$ cat config.mk
export PLATFORM = sky130hd
export DESIGN_NAME = hart_irq_ctrl
export DESIGN_NICKNAME = d
export VERILOG_FILES = /design/src/rtl/hart_irq_ctrl.sv
export SDC_FILE = /design/constraint.sdc
export NUM_CORES = 1
export LEC_CHECK = 0
export BUFFER_PORTS_ARGS = -buffer_cell sky130_fd_sc_hd__buf_4
export CAP_MARGIN = 5
export CORE_AREA = 3 3 44 46
export DETAILED_ROUTE_END_ITERATION = 8
export DIE_AREA = 0 0 47 49
export PLACE_DENSITY_LB_ADDON = 0.15
export SETUP_SLACK_MARGIN = 0.4
export SLEW_MARGIN = 5
export SYNTH_ARGS = -nofsm -noshare
export SYNTH_HDL_FRONTEND = slang
export SYNTH_SLANG_ARGS = --single-unit
export TNS_END_PERCENT = 50
$ cat constraint.sdc
create_clock -name clk -period 1.6 [get_ports clk]
set_clock_uncertainty 0.2 [all_clocks]
set_input_delay 0.24 -clock clk [delete_from_list [all_inputs] [get_ports clk]]
set_output_delay 0.24 -clock clk [all_outputs]
set_load 0.1 [all_outputs]
$ cat src/rtl/hart_irq_ctrl.sv
// Per-hart machine interrupt front end: registers MSIP/MTIP/MEIP, masks and prioritises them,
// and drives a req/ack interrupt request plus WFI wake. HART_IRQ_SYNC_EN adds a meip synchronizer.
module hart_irq_ctrl #(
  parameter int DWIDTH      = 32,
  parameter int SYNC_STAGES = 2
) (
  input  logic              clk,
  input  logic              rst,
  input  logic              msip,
  input  logic              mtip,
  input  logic              meip,
  input  logic              mstatus_mie,
  input  logic [2:0]        csr_mie,
  input  logic              irq_ack,
  input  logic              wfi,
  output logic [2:0]        mip,
  output logic              irq_req,
  output logic [DWIDTH-1:0] irq_cause,
  output logic              wake
);

  localparam logic [DWIDTH-1:0] IRQ_FLAG  = {1'b1, {(DWIDTH-1){1'b0}}};
  localparam logic [DWIDTH-1:0] CAUSE_MSI = IRQ_FLAG | DWIDTH'(3);
  localparam logic [DWIDTH-1:0] CAUSE_MTI = IRQ_FLAG | DWIDTH'(7);
  localparam logic [DWIDTH-1:0] CAUSE_MEI = IRQ_FLAG | DWIDTH'(11);

  typedef enum logic [1:0] {IDLE, REQ, HOLD} state_t;

  state_t            state, state_n;
  logic              meip_s;
  logic [2:0]        en;
  logic              take;
  logic              req_n;
  logic [DWIDTH-1:0] cause_sel, cause_n;

  // Marker for an illegal synchronizer depth; a depth below 2 is not a synchronizer.
  if (SYNC_STAGES < 2) begin : g_sync_stages_illegal
  end

`ifdef HART_IRQ_SYNC_EN
  logic [SYNC_STAGES-1:0] meip_sync;

  always_ff @(posedge clk or posedge rst) begin
    if (rst) meip_sync <= '0;
    else     meip_sync <= {meip_sync[SYNC_STAGES-2:0], meip};
  end

  assign meip_s = meip_sync[SYNC_STAGES-1];
`else
  assign meip_s = meip;
`endif

  always_ff @(posedge clk or posedge rst) begin
    if (rst) begin
      mip  <= '0;
      wake <= 1'b0;
    end else begin
      mip  <= {meip_s, mtip, msip};
      // WFI wakes on any enabled pending source regardless of mstatus.MIE
      wake <= wfi && (|en);
    end
  end

  assign en   = mip & csr_mie;
  assign take = mstatus_mie && (|en);

  always_comb begin
    cause_sel = CAUSE_MTI;
    if (en[2])      cause_sel = CAUSE_MEI;
    else if (en[0]) cause_sel = CAUSE_MSI;
  end

  always_comb begin
    state_n = state;
    req_n   = 1'b0;
    cause_n = irq_cause;
    case (state)
      IDLE: if (take) begin
        state_n = REQ;
        req_n   = 1'b1;
        cause_n = cause_sel;
      end
      // cause stays frozen for the life of the request; ack beats withdrawal
      REQ: begin
        if (irq_ack)    state_n = HOLD;
        else if (!take) state_n = IDLE;
        else            req_n   = 1'b1;
      end
      HOLD:    state_n = IDLE;
      default: state_n = IDLE;
    endcase
  end

  always_ff @(posedge clk or posedge rst) begin
    if (rst) begin
      state     <= IDLE;
      irq_req   <= 1'b0;
      irq_cause <= '0;
    end else begin
      state     <= state_n;
      irq_req   <= req_n;
      irq_cause <= cause_n;
    end
  end

endmodule

### Word level (Yosys, flattened, before mapping)

Index checks and enable logic that the tools add are counted.

| operators by class | value |
|---|---|
| add/subtract/negate cells | 0 |
| multiply operators | 0 |
| div/mod/pow operators | 0 |
| magnitude comparators | 0 |
| eq/ne operators | 3 |
| shifts and indexed selects | 0 |
| mux-type cells | 9 |
| bitwise operators | 1 |
| reduce and logical (&&, ||, !) cells | 6 |

Operator list:

| kind | count |
|---|---|
| $mux 2 | 3 |
| $mux 4 | 1 |
| $pmux 2 s2 | 1 |
| $reduce_and 2->1 | 2 |
| $and 3x3->3 | 1 |
| $mux 3 | 1 |
| $ne 3x3->1 const B | 1 |
| $reduce_or 3->1 | 1 |
| $eq 2x1->1 const B | 1 |
| $logic_and 1x1->1 | 2 |
| $logic_not 2->1 | 1 |
| $mux 1 | 2 |
| $ne 2x2->1 const B | 1 |
| $pmux 1 s2 | 1 |

| storage, ports and cells | value |
|---|---|
| bits in registers | 39 |
| bits in latches | 0 |
| memory bits (writable) | 0 |
| ROM bits | 0 |
| bits of input ports | 11 |
| output and inout port bits | 37 |
| logic and storage cells | 24 |
| memories | 0 |

### Logic depth before layout (Yosys ltp)

Gate-level depths: netlist of run 1.

| depth | value |
|---|---|
| depth after elaboration | 6 |
| depth in mapped cells | 3 |
| gate-level depth less buffers | 3 |

### Worst setup path before layout of run 1

Ideal clock, no wire load.

| timing path | value |
|---|---|
| kind | reg2reg |
| from | register mip[0] |
| to | register irq_req |
| setup time | 121 ps |
| data arrival time | 1,600 ps |
| data required time | 1,279 ps |
| path slack | -322 ps |
| stages on the path, launching flop included | 3 |
| cell sequence | dfrtp_1 -> a222oi_1 -> and4bb_2 |

| on the way | value |
|---|---|
| longest elaborated chain between the ends | 6 |

RTL lines:

| element | RTL line | text |
|---|---|---|
| start: declaration | 16 | `output logic [2:0] mip,` |
| start signal: assignment | 58 | `mip <= {meip_s, mtip, msip};` |
| $and 3x3->3 * | 64 | `assign en = mip & csr_mie;` |
| $reduce_or 3->1 * | 65 | `assign take = mstatus_mie && (\|en);` |
| $logic_and 1x1->1 * | 65 |  |
| $mux 1 * | 78, 86 |  |
| $mux 1 | 85 | `if (irq_ack) state_n = HOLD;` |
| $pmux 1 s2 * | 77 | `case (state)` |
| net req_n | 33 | `logic req_n;` |
| end signal: assignment | 101 | `irq_req <= req_n;` |
| end: declaration | 17 | `output logic irq_req,` |

The timed path passes the listed nets; every way through them passes the cells marked *.
A chain may end at the register's enable or synchronous reset.

### Worst setup path after layout of run 1

| timing path | value |
|---|---|
| from | register mip[0] |
| to | output mip[0] |

No word-level cell between the ends.

==> results.sh, run 1 <==
export IMPL_crit_type="reg -> out"
export IMPL_crit_fanout=2
export IMPL_maxCapViolCount=0
export IMPL_rsz0062_at_grt="yes"
export IMPL_synth_ff_latch_count=10
export IMPL_crit_path_end_kind="primary output"
export IMPL_wl_per_cell_um=10.9
export IMPL_r2r_cells=3
export IMPL_drc=0
export IMPL_p_int_mw=0.500
export IMPL_vias_per_cell=4.02
export IMPL_routed_wl_um=1120
export IMPL_holdCritStartpoint="csr_mie[2]"
export IMPL_r2r_start="mip[0]$_DFF_PP0_"
export IMPL_grt_pass1_vias=358
export IMPL_avgSynthCellArea_um2=10.5
export IMPL_grt_pass1_wl_um=1750
export IMPL_rows=14
export IMPL_fin_crit_sh_pct=93.9
export IMPL_root_buffer="clkbuf_4"
export IMPL_swShare_pct=52.5
export IMPL_fin_total_pwr_mw=1.05
export IMPL_finalSetupTns_ns=0
export IMPL_combPwrFrac_pct=50.9
export IMPL_holdPathEnd="irq_cause[3]$_DFFE_PP0P_"
export IMPL_required_ns=1.16
export IMPL_clock_path_buffers=2
export IMPL_hold_path_class="in -> reg"
export IMPL_routabilityCongestion=0.671
export IMPL_leakage_nw=0.444
export IMPL_diodes=0
export IMPL_max_freq_ghz=0.666
export IMPL_dp_slack_ns=0.104
export IMPL_switchingPower_mw=0.552
export IMPL_tritoncts="built"
export IMPL_io_pins=48
export IMPL_hpwl_um=790
export IMPL_dr_first_iter_drc_count=3
export IMPL_clk_latency_ns=0.26
export IMPL_power_share_clock_pct=21.4
export IMPL_final_cell_mix="27 x conb_1, 20 x buf_4, 5 x dlygate4sd3_1, 5 x dfrtp_1, 5 x buf_12"
export IMPL_final_common_cell="conb_1"
export IMPL_setup_slack_ns=0.0983
export IMPL_antenna_found_initial=0
export IMPL_powerDensity_mw_per_mm2=1250
export IMPL_cp_cell_sequence="buf_4 > buf_12"
export IMPL_crit_path_max_incr_delay_ns=0.48
export IMPL_ys_warn_count=0
export IMPL_core_area_mm2=0.00154
export IMPL_port_buffers=20
export IMPL_rrSetupSlack_ns=0.1
export IMPL_clock_sinks=10
export IMPL_timing_final_max_slew_violations=0
export IMPL_grtUsageTotal_pct=10.9
export IMPL_setup_viol=0
export IMPL_yosysUniqueCellTypes=17
export IMPL_start_kind="flip-flop"
export IMPL_ant_nets=0
export IMPL_ctsHtreeMaxLevel=1
export IMPL_drive_gt1_share_pct=46.0
export IMPL_reg2reg_to="state[0]$_DFFE_PP0P_"
export IMPL_numCtsBuffers=3
export IMPL_fillers=142
export IMPL_placedCellCount=90
export IMPL_holdPathStages=3
export IMPL_post_route_util_pct=54.6
export IMPL_grt_max_degree=11
export IMPL_die_w_um=47
export IMPL_area_delta_synth_final_pct=43.8
export IMPL_initial_core_util_pct=38.0
export IMPL_stdcell_count=103
export IMPL_ir_drop_uv=578
export IMPL_cpMaxStageDelayCell="dfrtp_4"
export IMPL_dieArea_mm2=0.00230
export IMPL_synthCells=56
export IMPL_pwr_share_seq_pct=27.7
export IMPL_clkTransAtPathRegs_ns=0.07
export IMPL_critical_path_arrival_ns=1.06
export IMPL_drtPass1Iterations=4
export IMPL_yosysSeqAreaShare_pct=42.7
export IMPL_grt_overflow=0
export IMPL_nNetsFinal=99
export IMPL_status="finished, final reports clean"
export IMPL_hold_viol_final=0
export IMPL_die_h_um=49
export IMPL_fin_crit_ns=1.50
export IMPL_synth_area_um2=586
export IMPL_vias=414
[metrics by stage]
stage	hold WS, ns	cell area, um^2
after global placement	0.0462	657
after CTS	0.000221	818
after floorplan	-0.120	722
after detailed placement	0.0471	657
after global routing	0.0248	842
final	0.0245	842
[critical path, delay by kind of cell (launching register included)]
| family | cells | cell delay, ns |
|---|---|---|
| buf+inv | 2 | 0.32 |
| flops | 1 | 0.48 |
[synth_stat cells]
| master | n | area [um^2] |
|---|---|---|
| and2b_2 | 1 | 8.76 |
| a22o_2 | 1 | 10.0 |
| conb_1 | 1 | 3.75 |
| nand3_1 | 1 | 5.00 |
| and4bb_2 | 2 | 25.0 |
| nand2_1 | 2 | 7.51 |
| buf_4 | 29 | 218 |
| a31oi_1 | 1 | 6.26 |
| nor3b_1 | 1 | 7.51 |
| nor2_1 | 1 | 3.75 |
| a222oi_1 | 1 | 10.0 |
| o21ai_0 | 1 | 5.00 |
| dfrtp_1 | 10 | 250 |
| a21oi_1 | 1 | 5.00 |
| o21bai_1 | 1 | 7.51 |
| inv_1 | 1 | 3.75 |
| or3b_2 | 1 | 8.76 |
[per-layer routing]
metal | vias up | global-route usage (%) | part of all wire, % | wire [um]
met2 | 31 | 17.4 | 55 | 621
met3 | 2 | 4.43 | 11 | 120
met1 | 189 | 11.3 | 32 | 356
met5 | - | 0 | 0 | 0
li1 | 192 | - | - | -
met4 | 0 | 6.91 | 2.1 | 23
[power groups by stage]
stage               clock [mW]  sequential [mW]  combinational [mW]
floorplan                    0            0.429               0.357
global placement             0            0.295               0.503
detailed placement           0            0.295               0.503
CTS                      0.232            0.290               0.525
global route             0.247            0.294               0.551
finish                   0.225            0.292               0.536
[cells by family after synthesis]
kind of cell,after synthesis,synth area share [%]
buffers and inverters,30,37.8
other,1,0.640
AO/OA/AOI/OAI,6,7.48
AND/OR/NAND/NOR,9,11.3
flip-flops,10,42.7
[sequential cells by signal, summed over array words and instances, names as in the netlist]
name       count
irq_cause      3
mip            3
state          2
irq_req        1
wake           1
[worst max path at each step]
| stage | startpoint | endpoint | slack, ns |
|---|---|---|---|
| 2_1_floorplan | mip[0]$_DFF_PP0_ | irq_req$_DFF_PP0_ | -0.08 |
| 3_3_place_gp | mip[2]$_DFF_PP0_ | state[0]$_DFFE_PP0P_ | 0.09 |
| 3_5_place_dp | mip[2]$_DFF_PP0_ | irq_req$_DFF_PP0_ | 0.10 |
| 4_1_cts | mip[2]$_DFF_PP0_ | state[0]$_DFFE_PP0P_ | 0.1 |
| 5_1_grt | mip[0]$_DFF_PP0_ | state[0]$_DFFE_PP0P_ | 0.03 |
| 6_report | mip[0]$_DFF_PP0_ | mip[0] | 0.1 |
[layout make-up]
cell class                      instances  area (um^2)  share of cell area (%)
Timing Repair Buffer                   30          300                    35.7
Sequential cell                        10          264                    31.4
Multi-Input combinational cell         42          218                    25.9
Clock buffer                            4         36.3                    4.31
Tap cell                               16         20.0                    2.38
Inverter                                1         3.75                   0.446
[what timing repair did]
| item | 4_1_cts | 5_1_grt |
|---|---|---|
| gates resized for setup | 15 | 3 |
| hold endpoints to repair | 13 | 1 |
| setup buffers | 3 | 1 |
| endpoints found under the setup margin | 16 | 16 |
| pin swaps | 2 | 1 |
| hold buffers | 4 | 1 |
(Power assumes the default switching activity.)
==> run 2, diff against run 1 <==
--- a/config.mk
+++ b/config.mk
@@ -7,9 +7,9 @@
 export LEC_CHECK = 0
 export BUFFER_PORTS_ARGS = -buffer_cell sky130_fd_sc_hd__buf_4
 export CAP_MARGIN = 5
-export CORE_AREA = 3 3 44 46
+export CORE_AREA = 10 10 50 52
 export DETAILED_ROUTE_END_ITERATION = 8
-export DIE_AREA = 0 0 47 49
+export DIE_AREA = 0 0 60 62
 export PLACE_DENSITY_LB_ADDON = 0.15
 export SETUP_SLACK_MARGIN = 0.4
 export SLEW_MARGIN = 5
==> constraint.sdc (replaced) <==
create_clock -name clk -period 1.9 [get_ports clk]
set_clock_uncertainty 0.2 [all_clocks]
set_input_delay 0.285 -clock clk [delete_from_list [all_inputs] [get_ports clk]]
set_output_delay 0.285 -clock clk [all_outputs]
set_load 0.1 [all_outputs]
==> results.sh, run 2 (synthesized netlist as in run 1, its figures left out) <==
export IMPL_grt_met3_usage_pct=6.30
export IMPL_dieArea_mm2=0.00372
export IMPL_placed_area_um2=647
export IMPL_critPathLaunch="mip[2]$_DFF_PP0_"
export IMPL_setup_slack_ns=0.390
export IMPL_fin_area_um2=731
export IMPL_vias_per_cell=3.91
export IMPL_fillers=173
export IMPL_ant_nets=0
export IMPL_drtPass1Iterations=4
export IMPL_crit_path_max_incr_delay_ns=0.49
export IMPL_rows=15
export IMPL_max_freq_ghz=0.662
export IMPL_r2r_start="mip[2]$_DFF_PP0_"
export IMPL_ir_drop_uv=728
export IMPL_clkTransAtPathRegs_ns=0.07
export IMPL_io_pins=48
export IMPL_reg2reg_to="state[0]$_DFFE_PP0P_"
export IMPL_ctsHtreeMaxLevel=1
export IMPL_port_buffers=20
export IMPL_fin_total_pwr_mw=0.872
export IMPL_setup_viol=0
export IMPL_die_h_um=62
export IMPL_path_delay_family="flip-flops"
export IMPL_grt_max_degree=11
export IMPL_wl_per_cell_um=13.4
export IMPL_diodes=0
export IMPL_tritoncts="built"
export IMPL_routed_wl_um=1330
export IMPL_cpMaxStageDelayCell="dfrtp_4"
export IMPL_timing_final_max_slew_violations=0
export IMPL_crit_type="reg -> reg"
export IMPL_crit_path_end_kind="flip-flop"
export IMPL_clock_sinks=10
export IMPL_use_met1_pct=5.98
export IMPL_die_w_um=60
export IMPL_antenna_found_initial=0
export IMPL_leakage_nw=0.390
export IMPL_hpwl_um=1120
export IMPL_drc=0
export IMPL_grtUsageTotal_pct=6.71
export IMPL_powerDensity_mw_per_mm2=1190
export IMPL_critical_path_buf_inv_count=1
export IMPL_top_regs="irq_cause: 3 flops, mip: 3 flops, state: 2 flops"
export IMPL_hold_path_class="in -> reg"
export IMPL_initial_core_util_pct=36.3
export IMPL_final_cell_mix="27 x conb_1, 21 x buf_4, 6 x dfrtp_1"
export IMPL_required_ns=1.86
export IMPL_rsz0062_at_grt="yes"
export IMPL_rrSetupSlack_ns=0.39
export IMPL_fin_crit_ns=1.51
export IMPL_busiest_layer="met2"
export IMPL_multi_input_area_um2=211
export IMPL_dp_slack_ns=0.271
export IMPL_final_common_cell="conb_1"
export IMPL_critical_path_arrival_ns=1.47
export IMPL_dr_first_iter_drc_count=2
export IMPL_maxCapViolCount=0
export IMPL_hold_viol_final=0
export IMPL_seq_area_um2=260
export IMPL_root_buffer="clkbuf_4"
export IMPL_crit_fanout=5
export IMPL_grt_pass1_vias=401
export IMPL_numCtsBuffers=3
export IMPL_nNetsFinal=94
export IMPL_vias=387
export IMPL_cp_cell_sequence="a222oi_1 > buf_4 > and4bb_2"
export IMPL_clk_latency_ns=0.27
export IMPL_grt_overflow=0
export IMPL_routabilityCongestion=0.676
export IMPL_use_met2_pct=9.41
export IMPL_crit_end="state[0]$_DFFE_PP0P_"
export IMPL_clock_path_buffers=2
export IMPL_fin_crit_sh_pct=79.5
export IMPL_area_delta_synth_final_pct=24.8
export IMPL_start_kind="flip-flop"
export IMPL_status="finished, final reports clean"
export IMPL_r2r_cells=3
export IMPL_cp_depth=3
export IMPL_drive_gt1_share_pct=41.5
export IMPL_finalSetupTns_ns=0
export IMPL_core_area_mm2=0.00161
export IMPL_grt_pass1_wl_um=1830
[run 2: cell types whose count changed in the layout (fill, tap and decap cells not counted)]
cell,change
buf_4,+1
dfrtp_4,-1
dfrtp_1,+1
dlygate4sd3_1,-1
o21ai_2,-1
buf_12,-5
o21ai_0,+1
or3b_2,+1
or3b_4,-1
[run 2: layout make-up]
cell class | count | area share [%]
inverter | 1 | 0.514
multi-input combinational | 42 | 28.9
clock buffer | 4 | 4.97
sequential | 10 | 35.6
tap | 17 | 2.91
timing repair buffer | 25 | 27.1
[run 2: routing by layer]
layer | share of wire (%) | up-vias
met3 | 25 | 0
met5 | 0 | -
met2 | 44 | 30
met1 | 31 | 176
li1 | - | 181
met4 | 0 | 0
[run 2: where the power goes]
group,switching [mW],total (mW),internal [mW]
Combinational,0.377,0.433,0.0555
Sequential,0.0109,0.243,0.233
Clock,0.0794,0.196,0.116
Total,0.468,0.872,0.404
[run 2: worst min path at each step]
stage / from / to / slack (ns) / depth (start not counted)
global route: wfi / wake$_DFF_PP0_ / 0.05 / 2
finish: wfi / wake$_DFF_PP0_ / 0.04 / 2
CTS: wfi / wake$_DFF_PP0_ / 0.03 / 2
detailed placement: rst / wake$_DFF_PP0_ / 0.09 / 2
floorplan: rst / irq_cause[2]$_DFFE_PP0P_ / -0.07 / 1
global placement: rst / irq_cause[2]$_DFFE_PP0P_ / 0.09 / 2
[run 2: metrics by stage]
stage | hold slack (ns) | util [%] | instances
2_1_floorplan | -0.0749 | - | 82
3_3_place_gp | 0.0916 | 40.1 | 90
3_5_place_dp | 0.0942 | 40.1 | 90
4_1_cts | 0.0322 | 45.3 | 99
5_1_grt | 0.0476 | 45.3 | 99
6_report | 0.0434 | 45.3 | 99
[run 2: timing repair]
item | in CTS | in global routing
cloned | 0 | 0
setup endpoints to repair | 5 | 5
endpoints found under the hold margin | 13 | 0
hold buffers | 4 | 0
resized for setup | 0 | 0
buffers inserted | 1 | 0
pin swaps | 1 | 1
